$ cat config.mk
export PLATFORM = sky130hd
export DESIGN_NAME = vram_write_port
export DESIGN_NICKNAME = d
export VERILOG_FILES = /design/src/rtl/video_pkg.sv /design/src/rtl/vram_write_fifo.sv /design/src/rtl/vram_write_port.sv
export SDC_FILE = /design/constraint.sdc
export NUM_CORES = 1
export LEC_CHECK = 0
export ABC_AREA = 1
export CORE_ASPECT_RATIO = 1.75
export CORE_MARGIN = 2
export CORE_UTILIZATION = 45
export CTS_CLUSTER_DIAMETER = 50
export DETAILED_ROUTE_END_ITERATION = 10
export HOLD_SLACK_MARGIN = 0.02
export PLACE_DENSITY = 0.67
export SYNTH_ARGS = -nofsm -noshare
export SYNTH_HDL_FRONTEND = slang
export SYNTH_SLANG_ARGS = --single-unit
$ cat constraint.sdc
create_clock -name clock -period 3.4 [get_ports clock]
set_input_delay 0.68 -clock clock [delete_from_list [all_inputs] [get_ports clock]]
set_output_delay 0.68 -clock clock [all_outputs]
set_load 0.01 [all_outputs]
$ cat src/rtl/video_pkg.sv
// Shared types and constants for the host-side VRAM write path.
package video_pkg;

    localparam int VRAM_ADDR_W = 17;
    localparam int VRAM_DATA_W = 8;
    localparam int NIBBLE_W    = 4;

    // Write-port sequencer states.
    typedef enum logic [1:0] {
        IDLE,
        MERGE,
        RMW_WRITE
    } wr_state_t;

    // One queued host write.
    typedef struct packed {
        logic [VRAM_ADDR_W-1:0] addr;
        logic [VRAM_DATA_W-1:0] data;
        logic                   nibble;
        logic                   nibble_sel;
    } vram_wr_entry_t;

    // Replace one 4-bit pixel inside a VRAM byte.
    // sel = 0: pixel lives in [7:4] (even x); sel = 1: pixel lives in [3:0] (odd x).
    function automatic logic [VRAM_DATA_W-1:0] merge_nibble(
        input logic [VRAM_DATA_W-1:0] old_byte,
        input logic [NIBBLE_W-1:0]    pixel,
        input logic                   sel
    );
        logic [VRAM_DATA_W-1:0] result;
        if (sel) begin
            result = {old_byte[7:4], pixel};
        end else begin
            result = {pixel, old_byte[3:0]};
        end
        return result;
    endfunction

endpackage

$ cat src/rtl/vram_write_fifo.sv
// Small synchronous FIFO holding queued host writes in arrival order.
// The head entry is presented combinationally; push at edge N is visible as head in cycle N+1.
module vram_write_fifo
    import video_pkg::*;
#(
    parameter int DEPTH = 4
) (
    input  logic           clk,
    input  logic           rst_n,
    input  logic           push,
    input  vram_wr_entry_t push_entry,
    input  logic           pop,
    output vram_wr_entry_t head,
    output logic           full,
    output logic           empty
);

    localparam int PTR_W = (DEPTH > 1) ? $clog2(DEPTH) : 1;
    localparam int CNT_W = PTR_W + 1;

    vram_wr_entry_t storage [DEPTH];
    logic [PTR_W-1:0] wr_ptr;
    logic [PTR_W-1:0] rd_ptr;
    logic [CNT_W-1:0] count;
    logic             do_push;
    logic             do_pop;

    // Qualify strobes so a stray push when full or pop when empty cannot corrupt pointers.
    assign do_push = push && !full;
    assign do_pop  = pop && !empty;

    assign full  = (count == CNT_W'(DEPTH));
    assign empty = (count == '0);
    assign head  = storage[rd_ptr];

    // Pointer and occupancy bookkeeping; pointers wrap naturally since DEPTH is a power of two.
    always_ff @(posedge clk or negedge rst_n) begin
        // NOTE: sequential state uses non-blocking assignments so every register samples pre-edge values.
        if (!rst_n) begin
            wr_ptr <= '0;
            rd_ptr <= '0;
            count  <= '0;
        end else begin
            if (do_push) begin
                wr_ptr <= wr_ptr + 1'b1;
            end
            if (do_pop) begin
                rd_ptr <= rd_ptr + 1'b1;
            end
            case ({do_push, do_pop})
                2'b10:   count <= count + 1'b1;
                2'b01:   count <= count - 1'b1;
                default: count <= count;
            endcase
        end
    end

    // Entry storage written on push.
    // NOTE: storage is deliberately not reset; count gates every use of it, and an unreset array maps to plain RAM/flops.
    always_ff @(posedge clk) begin
        if (do_push) begin
            storage[wr_ptr] <= push_entry;
        end
    end

endmodule

$ cat src/rtl/vram_write_port.sv
// Host-side writer into the shared video RAM. Queues byte and nibble writes and
// commits them only in cycles the scanout reader does not own; nibble writes use
// read-modify-write (read, merge, write) so neighbouring pixels are preserved.
module vram_write_port
    import video_pkg::*;
#(
    parameter int FIFO_DEPTH = 4,
    parameter int ADDR_W     = VRAM_ADDR_W
) (
    input  logic              clock,
    input  logic              resetN,
    input  logic [ADDR_W-1:0] hostAddress,
    input  logic [7:0]        hostData,
    input  logic              hostNibble,
    input  logic              hostNibbleSel,
    input  logic              hostWrite,
    output logic              hostReady,
    output logic              busy,
    input  logic              scanoutSlot,
    output logic              memRequest,
    output logic [ADDR_W-1:0] memAddress,
    output logic [7:0]        memWriteData,
    output logic              memWriteEnable,
    input  logic [7:0]        memReadData
);

    wr_state_t      state;
    logic [7:0]     merged_byte;
    vram_wr_entry_t push_entry;
    vram_wr_entry_t head;
    logic           fifo_full;
    logic           fifo_empty;
    logic           push;
    logic           pop;

    // Host side: accept whenever there is room.
    assign hostReady = !fifo_full;
    assign push      = hostWrite && !fifo_full;
    assign busy      = !fifo_empty || (state != IDLE);

    // Pack the host request into a queue entry.
    always_comb begin
        push_entry            = '0;
        push_entry.addr       = VRAM_ADDR_W'(hostAddress);
        push_entry.data       = hostData;
        push_entry.nibble     = hostNibble;
        push_entry.nibble_sel = hostNibbleSel;
    end

    vram_write_fifo #(
        .DEPTH(FIFO_DEPTH)
    ) u_fifo (
        .clk       (clock),
        .rst_n     (resetN),
        .push      (push),
        .push_entry(push_entry),
        .pop       (pop),
        .head      (head),
        .full      (fifo_full),
        .empty     (fifo_empty)
    );

    // RAM-side drive: everything is silent in scanout-owned slots.
    always_comb begin
        // NOTE: every output gets a default first so no path through the case leaves a latch.
        memRequest     = 1'b0;
        memWriteEnable = 1'b0;
        memAddress     = '0;
        memWriteData   = '0;
        pop            = 1'b0;
        if (!scanoutSlot) begin
            case (state)
                IDLE: begin
                    if (!fifo_empty) begin
                        memRequest = 1'b1;
                        memAddress = ADDR_W'(head.addr);
                        if (!head.nibble) begin
                            memWriteEnable = 1'b1;
                            memWriteData   = head.data;
                            pop            = 1'b1;
                        end
                    end
                end
                RMW_WRITE: begin
                    memRequest     = 1'b1;
                    memWriteEnable = 1'b1;
                    memAddress     = ADDR_W'(head.addr);
                    memWriteData   = merged_byte;
                    pop            = 1'b1;
                end
                default: begin
                    // MERGE only captures read data; the RAM is left alone.
                end
            endcase
        end
    end

    // Read-modify-write sequencer and merge register.
    always_ff @(posedge clock or negedge resetN) begin
        if (!resetN) begin
            state       <= IDLE;
            merged_byte <= '0;
        end else begin
            case (state)
                IDLE: begin
                    if (!fifo_empty && head.nibble && !scanoutSlot) begin
                        state <= MERGE;
                    end
                end
                MERGE: begin
                    // RAM output still holds the byte addressed last cycle, whatever the slot owner is now.
                    merged_byte <= merge_nibble(memReadData, head.data[NIBBLE_W-1:0], head.nibble_sel);
                    state       <= RMW_WRITE;
                end
                RMW_WRITE: begin
                    if (!scanoutSlot) begin
                        state <= IDLE;
                    end
                end
                default: begin
                    state <= IDLE;
                end
            endcase
        end
    end

endmodule
Word-level counts from Yosys, hierarchy flattened --
Memories as Yosys holds them, arrays and structs flattened. Index checks and enable logic that the tools add are counted.
Word-level totals: flip-flop bits (word level) 17, RAM bits 108, input bits 39, output and inout bits 29, word-level logic and storage cells 52, memories kept 1
Memories:
- u_fifo.storage | depth 4, width 27, read ports 1, clocked after Yosys merged registers in 0, wr ports 1, RTL line vram_write_fifo.sv:21 | vram_wr_entry_t storage [DEPTH];
Operators by class: $add $sub $neg 4, equal/unequal tests 7, muxes and demuxes 21, reduce and logical (&&, ||, !) cells 14
Operators with widths (number):
- two-way mux 17 bit | 2
- one-hot mux 17 bit (2 select lines) | 1
- two-way mux 8 bit | 4
- one-hot mux 8 bit (2 select lines) | 1
- two-way mux 1 bit | 7
- one-hot mux 2 bit (3 select lines) | 1
- one-hot mux 3 bit (2 select lines) | 1
- logical AND 1 bit | 5
- adder 2 x 1 -> 2 bit (second input constant) | 2
- equality test 2 x 1 -> 1 bit (second input constant) | 2
- equality test 2 bit (second input constant) | 2
- two-way mux 2 bit | 2
- != test 2 bit (second input constant) | 2
- one-hot mux 1 bit (2 select lines) | 2
- nonzero test 2 bit | 2
- adder 3 x 1 -> 3 bit (second input constant) | 1
- equality test 3 bit (second input constant) | 1
- zero test 1 bit | 3
- zero test 3 bit | 1
- subtractor 3 x 1 -> 3 bit (second input constant) | 1
- zero test 2 bit | 1
- AND reduction 2 bit | 1
- logical OR 1 bit | 1

Logic depth before layout (Yosys ltp) --
Gate-level depths: netlist of the first run. An unclocked memory read counts as a cell.
word-level depth 8, mapped depth 15, depth with buffers taken out 14

Modules after synthesis --
From an unflattened synthesis of the first run, not the netlist that was laid out.
Unflattened totals: cells, all modules 508, area, all modules 5561.6 um2
Modules (own cells, without submodules):
- vram_write_fifo | times used 1, cells an instance 375, area an instance 4754.6 um2, sequential area each 3418.3 um2
- vram_write_port | times used 1, cells an instance 133, area an instance 807.0 um2, sequential area each 250.2 um2

Worst setup path before layout of the first run --
No wires, ideal clock.
kind input port to flip-flop, start input hostWrite, end memory u_fifo.storage[0][0] (netlist bit) (enable), setup time 0.411 ns, arrival time 1.944 ns, required time 2.989 ns, slack 1.045 ns, stages 2, path buffers 0, path through nand2_2 -> nor2_1
On the way: longest elaborated chain between the ends 4
Ends and longest elaborated chain:
- start: declaration | RTL line vram_write_port.sv:16 | input logic hostWrite,
- logical AND 1 bit | RTL line vram_write_port.sv:38 | assign push = hostWrite && !fifo_full;
- logical AND 1 bit | RTL line vram_write_fifo.sv:29 | assign do_push = push && !full;
- two-way mux 1 bit | RTL line vram_write_fifo.sv:61 | if (do_push) begin
- two-way mux 1 bit (not written as such) | RTL line vram_write_fifo.sv:62 | storage[wr_ptr] <= push_entry;
- end: declaration | RTL line vram_write_fifo.sv:21
Every way passes these cells.

Worst setup path after layout of the first run --
start register u_fifo.rd_ptr[0], end output memWriteData[6]
On the way: longest elaborated chain between the ends 5
Ends and longest elaborated chain:
- start: declaration | RTL line vram_write_fifo.sv:23 | logic [PTR_W-1:0] rd_ptr;
- start signal: assignment | RTL line vram_write_fifo.sv:48 | rd_ptr <= rd_ptr + 1'b1;
- memory read (4 x 27 bit)
- two-way mux 8 bit | RTL line vram_write_port.sv:77 | if (!head.nibble) begin
- two-way mux 8 bit | RTL line vram_write_port.sv:74 | if (!fifo_empty) begin
- one-hot mux 8 bit (2 select lines) | RTL line vram_write_port.sv:72 | case (state)
- two-way mux 8 bit | RTL line vram_write_port.sv:71 | if (!scanoutSlot) begin
- end: declaration | RTL line vram_write_port.sv:22 | output logic [7:0] memWriteData,
Every way passes these cells.

==> metrics.cfg, run 1 <==
[layout]
drive_above_1_share_pct=12.1
area_growth_pct=25.1
nNetsFinal=577
final_core_util_pct=57.5
n_fill_cell=923
finalNonFillerCells=679
diodes=0
final_area_mm2=0.00663
layout.area.seq_mm2=0.00367
multi_input_area_mm2=0.00141

[job]
cap_violations=0

[timing]
rsz0062_at_grt=no
worst_pin_slew_ns=0.885
fin_skew_ns=0.00621
fin_tns_setup_ns=0
period_needed_ns=3.14
fmax_ghz=0.318
hold_viol_final=0
setup_violations=0
post-route-period-util_pct=92.4
slew_viol_final=0
slew_headroom_pct=40.8

[worst_setup_path]
path_buf_inv=3
end_kind=primary output
critPathKind=reg2out
crit_path_max_incr_delay_ns=0.57
crit_chain=inv_2, buf_4, o21ai_1, nand2_1, nand3_1, a21oi_1, clkdlybuf4s50_1
cp_max_fo=29
arrival_ns=2.46
r2r_start=u_fifo.rd_ptr[0]
crit_required_ns=2.72
critPathSlowestCell=clkdlybuf4s50_1
critPathLaunchType=register
startpoint=u_fifo.rd_ptr[0]
cp_top_family=buffers and inverters

[clock_tree]
post-cts-setup-buffers=0
cts-root-buf=clkbuf_16
ctsHtreeMaxLevel=4
cts.sinks=125
clk_pin_slew_worst_paths_ns=0.06
insertion_delay_ns=0.40
ctsResizeCount=0
cts_buffer_depth=2
cts_buffers=17
cts_tree=done
hold_buffers=0

[grt]
grt_antenna_before_repair=0
grt_pass1_wl_mm=17.9
overflow=0
grt_usage_pct=18.7
grt_pass1_vias=3624
grt_max_degree=56

[routing]
routed_wl_mm=11.1
detail-route-antenna-nets=0
via_count=3543
wire_per_inst_um=16.4
drtIter0Drc=187
via_per_inst=5.22
drc=0
first_pass_iters=4

[yosys]
synth_seq_cells=125
synth.distinct_cells=29
synthesis.nets=502
ys_seq_area_share_pct=69.3
postSynthCellCount=457
yosysWarnings=0
syn-cell-area_mm2=0.00530
synth_area_per_cell_um2=11.6

[pwr]
p_int_mw=3.86
p_seq_share_pct=36.3
p_sw_mw=2.15
leakage_nw=2.42
peakVddDrop_mv=0.448
powerDensity_mw_per_mm2=908
clkPwrFrac_pct=27.5
switching_share_pct=35.8
combPwrFrac_pct=36.2

[floorplan]
die_area_mm2=0.0127
design.core.area_mm2=0.0115
start_util_pct=46.0
num_io_pins=68
floorplan.rows=52
die_w_um=86
dieHeight_um=148

[place]
gp_congestion=0.769
dpl_cell_area_mm2=0.00608
portBuffers=67
dp_cells=648
dp_hpwl_mm=7.03

[hold_path]
min_from=merged_byte[3]
hold_class=reg2reg

[run_status]
status=completed

==> path summary, 6_finish.rpt <==
check | endpoint | slack, ns | cells after the start
min in group asynchronous | u_fifo.count[1] | 0.77 | 1
setup reg to reg | u_fifo.count[2] | 0.78 | 14
hold reg to reg | merged_byte[3] | 0.49 | 2
hold / removal | merged_byte[3] | 0.49 | 2
setup / recovery | memWriteData[6] | 0.26 | 7
max in group asynchronous | u_fifo.rd_ptr[0] | 2.02 | 1
==> layout by cell type, fill, tap and decap left out, types with 5 or more instances in the layout <==
cell	n
clkdlybuf4s50_1	67
ha_1	5
nand2_1	60
a21oi_1	34
o21ai_0	43
edfxtp_1	108
inv_1	14
inv_2	8
nor2_2	7
clkinvlp_4	5
nand4_1	6
clkbuf_16	17
nor2_1	88
nand3_1	18
dfrtp_1	16
buf_4	10
o21ai_1	10
==> registers in the layout, indices dropped and copies added, names as in the netlist <==
register and count:
merged_byte 8, state 2, u_fifo.count 3, u_fifo.rd_ptr 2, u_fifo.storage 108, u_fifo.wr_ptr 2
==> routing by layer <==
layer	wire (um)	vias to the layer above	GRT usage, %	part of all wire (%)
met5	0	-	0	0
met3	372	13	4.91	3.3
li1	-	1739	-	-
met1	4390	1716	20.7	40
met2	6170	75	33.9	56
met4	175	0	6.83	1.6
==> cells by family (layout without fill, tap and decap cells) <==
| group | count (synthesis) | after routing | share of synthesized area, % |
|---|---|---|---|
| and+or+nand+nor | 189 | 189 | 15.2 |
| DFF | 125 | 125 | 69.3 |
| AOI/OAI and AO/OA | 91 | 91 | 9.12 |
| buffers and inverters | 43 | 130 | 4.30 |
| adders and majority gates | 6 | 6 | 1.56 |
| xor gates and xnor gates | 3 | 3 | 0.496 |
==> cells in the mapped netlist <==
cell type / instances / area, um2
nand4_1: 6 / 37.5
nor4_1: 1 / 6.26
o21ai_0: 43 / 215
o21ai_1: 10 / 50.1
clkbuf_1: 4 / 15.0
inv_1: 14 / 52.6
nand2_4: 2 / 22.5
buf_6: 5 / 56.3
xnor2_1: 1 / 8.76
edfxtp_1: 108 / 3240
o21ai_4: 1 / 16.3
nor3_4: 1 / 16.3
dfrtp_1: 17 / 425
inv_2: 8 / 30.0
buf_4: 6 / 45.0
nand3_2: 2 / 20.0
o211ai_1: 2 / 15.0
ha_1: 5 / 62.6
nand2_1: 60 / 225
buf_1: 1 / 3.75
nor2_1: 92 / 345
a21oi_4: 1 / 16.3
nand3_1: 18 / 90.1
buf_2: 5 / 25.0
xor2_1: 2 / 17.5
nor2_2: 3 / 18.8
nand2_2: 4 / 25.0
fa_1: 1 / 20.0
a21oi_1: 34 / 170
==> tightest hold or removal path: stages, from the launching register on <==
cell and delay (ns):
dfrtp_1 0.34, nand2_1 0.05, o21ai_1 0.06
==> power groups by stage <==
stage | clock network, mW | logic (mW) | registers (mW)
final | 1.65 | 2.18 | 2.19
after global routing | 1.76 | 2.44 | 2.21
after CTS | 1.68 | 2.21 | 2.19
after detailed placement | 0 | 2.20 | 2.21
after global placement | 0 | 2.15 | 2.20
after floorplan | 0 | 1.48 | 2.19
==> cell type report <==
cell class	count	area share, %
repair buffers	77	11.3
multi-input cells	289	21.3
well taps	135	2.55
flip-flops and latches	125	55.4
clock buffers	19	6.53
clock inverters	12	1.76
inverters	22	1.25
==> per-stage QoR <==
step                setup WS, ns  power (mW)  hold slack [ns]
floorplan                   1.04        3.67            0.384
global placement           0.482        4.35            0.470
detailed placement         0.444        4.41            0.474
CTS                        0.236        6.07            0.494
global route              0.0921        6.42            0.504
finish                     0.259        6.02            0.490
Power figures use the tool's default switching activity.
==> run 2: changes to the inputs <==
--- a/config.mk
+++ b/config.mk
@@ -12,7 +12,7 @@
 export CTS_CLUSTER_DIAMETER = 50
 export DETAILED_ROUTE_END_ITERATION = 10
 export HOLD_SLACK_MARGIN = 0.02
-export PLACE_DENSITY = 0.67
+export PLACE_DENSITY = 0.7
 export SYNTH_ARGS = -nofsm -noshare
 export SYNTH_HDL_FRONTEND = slang
 export SYNTH_SLANG_ARGS = --single-unit
==> constraint.sdc (replaced) <==
create_clock -name clock -period 2.55 [get_ports clock]
set_input_delay 0.765 -clock clock [delete_from_list [all_inputs] [get_ports clock]]
set_output_delay 0.765 -clock clock [all_outputs]
set_load 0.01 [all_outputs]
==> run 2 against run 1 <==
Against the previous run: the run now ends with negative setup slack left; combinational power increased by 93%; global-route usage up 3.6 points; setup slack got worse by 0.35 ns; power up 58%; clock-buffer cell count unchanged; sequential share of layout area shrank 6.0 points; sequential power grew 35%; critical path depth increased by 1; largest power group is now combinational logic; highest routed layer unchanged.
==> metrics.cfg, run 2 (synthesized netlist as in run 1, its figures left out) <==
[routing]
routed_wl_mm=13.9  ; +26%
via_per_inst=5.40  ; +3.5%
drtIter0Drc=264  ; +41%
detail-route-antenna-nets=0  ; unchanged
drc=0  ; unchanged
via_count=3985  ; +12%
wire_per_inst_um=18.9  ; +15%
first_pass_iters=5  ; +1

[worst_setup_path]
crit_required_ns=1.79  ; -0.93 ns
critPathSlowestCell=dfrtp_2
crit_chain=inv_6, nand2_2, nand3_4, nand2_4, buf_6, nand4_1, a21oi_2, buf_2
cp_top_family=flip-flops
arrival_ns=1.88  ; -0.58 ns
end_kind=primary output
path_buf_inv=3  ; unchanged
crit_path_max_incr_delay_ns=0.54  ; -0.03 ns
critPathKind=reg2out
critPathLaunchType=register
rrSetupSlack_ns=-0.04  ; -0.82 ns
cp_max_fo=7  ; -76%

[pwr]
p_seq_share_pct=31.1  ; -5.2 points
combPwrFrac_pct=44.2  ; +8.0 points
p_sw_mw=3.42  ; +59%
fin_total_pwr_mw=9.50  ; +58%
clkPwrFrac_pct=24.7  ; -2.8 points
p_int_mw=6.09  ; +58%
leakage_nw=2.89  ; +19%
powerDensity_mw_per_mm2=1280  ; +41%
switching_share_pct=36.0  ; +0.18 points
peakVddDrop_mv=0.685  ; +53%

[grt]
grt_pass1_wl_mm=20.9  ; +17%
overflow=0  ; unchanged
grt_antenna_before_repair=1  ; +1
grt_usage_pct=22.3  ; +3.6 points
grt_max_degree=29  ; -48%
grt_pass1_vias=4119  ; +14%

[run_status]
status=complete, but fails checks
violations=negative setup slack

[layout]
layout.area.seq_mm2=0.00367  ; about the same
n_fill_cell=838  ; -9.2%
final_common_cell=edfxtp_1
largest_reg_flops=108  ; unchanged
final_core_util_pct=64.5  ; +7.0 points
mostFrequentLayoutCells=108 x edfxtp_1, 83 x nor2_1, 56 x nand2_1
finalNonFillerCells=738  ; +8.7%
final_area_mm2=0.00743  ; +12%
multi_input_area_mm2=0.00160  ; +14%
area_growth_pct=40.3
regMostFlops=u_fifo.storage
drive_above_1_share_pct=29.4  ; +17 points
nNetsFinal=635  ; +10%
reg.largest.list=u_fifo.storage x108, merged_byte x8, u_fifo.count x3

[floorplan]
die_w_um=86  ; unchanged
floorplan.rows=52  ; unchanged
start_util_pct=46.0  ; unchanged
design.core.area_mm2=0.0115  ; unchanged
die_area_mm2=0.0127  ; unchanged
dieHeight_um=148  ; unchanged
num_io_pins=68  ; unchanged

[clock_tree]
cts_tree=done
clk_pin_slew_worst_paths_ns=0.05  ; about the same
insertion_delay_ns=0.41  ; about the same
cts_buffers=17  ; unchanged
cts.sinks=125  ; unchanged
cts-root-buf=clkbuf_16
ctsHtreeMaxLevel=4  ; unchanged
cts_buffer_depth=2  ; unchanged
hold_buffers=0  ; unchanged

[place]
dp_slack_ns=-0.566  ; -1.01 ns
gp_congestion=0.819  ; +6.6%
dp_cells=676  ; +4.3%
dp_hpwl_mm=7.64  ; +8.7%
portBuffers=67  ; unchanged
dpl_cell_area_mm2=0.00639  ; +5.1%

[timing]
worst_slack_ns=-0.0959  ; -0.354 ns
hold_slack_ns=0.496  ; +0.00610 ns
fin_tns_setup_ns=-0.646  ; -0.646 ns
slew_headroom_pct=78.3  ; +38 points
worst_pin_slew_ns=0.322  ; -0.563 ns
fmax_ghz=0.378
rsz0062_at_grt=yes
setup_violations=15  ; +15
period_needed_ns=2.65
fin_skew_ns=0.00808  ; +0.00187 ns
post-route-period-util_pct=104
hold_viol_final=0  ; unchanged
slew_viol_final=0  ; unchanged

[hold_path]
hold_class=reg2reg

[job]
cap_violations=0  ; unchanged

run 2: worst paths after layout:
check                                 start               end  cells after the start
setup / recovery           u_fifo.rd_ptr[0]   memWriteData[2]                      8
hold / removal               merged_byte[3]    merged_byte[3]                      2
setup reg to reg           u_fifo.rd_ptr[0]   u_fifo.count[2]                     15
hold reg to reg              merged_byte[3]    merged_byte[3]                      2
max in group asynchronous            resetN  u_fifo.rd_ptr[1]                      2
min in group asynchronous            resetN   u_fifo.count[1]                      2
run 2: timing repair:
action,CTS,global route
hold endpoints to repair,0,0
gates resized for setup,156,29
setup buffers,16,10
setup endpoints to repair,28,29
pin swaps,12,19
gates cloned,7,2
run 2: per-layer routing:
metal / routed length [um] / part of all wire, % / vias to the layer above / GRT usage (%)
met5: 0 / 0 / - / 0
met4: 596 / 4.3 / 0 / 12.1
li1: - / - / 1864 / -
met3: 633 / 4.5 / 35 / 5.36
met1: 4800 / 34 / 1946 / 23.2
met2: 7920 / 57 / 140 / 40.2
run 2: power groups by stage:
stage	combinational [mW]	sequential [mW]	clock [mW]
after floorplan	1.98	2.92	0
after global placement	3.29	2.92	0
after detailed placement	3.37	2.94	0
after CTS	3.97	2.94	2.37
after global routing	4.52	2.99	2.48
final	4.20	2.96	2.35
run 2: worst min-delay path, delay by kind of cell, from the launching register on:
kind,cells,cell delay (ns)
flip-flops,1,0.34
AND/OR/NAND/NOR,1,0.06
AO/OA/AOI/OAI,1,0.06
run 2: final cells by class:
class                      instances  area share [%]
clock buffer                      19            5.83
sequential                       125            49.4
inverter                          22            1.21
clock inverter                    12            1.99
multi-input combinational        293            21.5
tap                              135            2.27
timing repair buffer             131            17.7
antenna                            1          0.0337
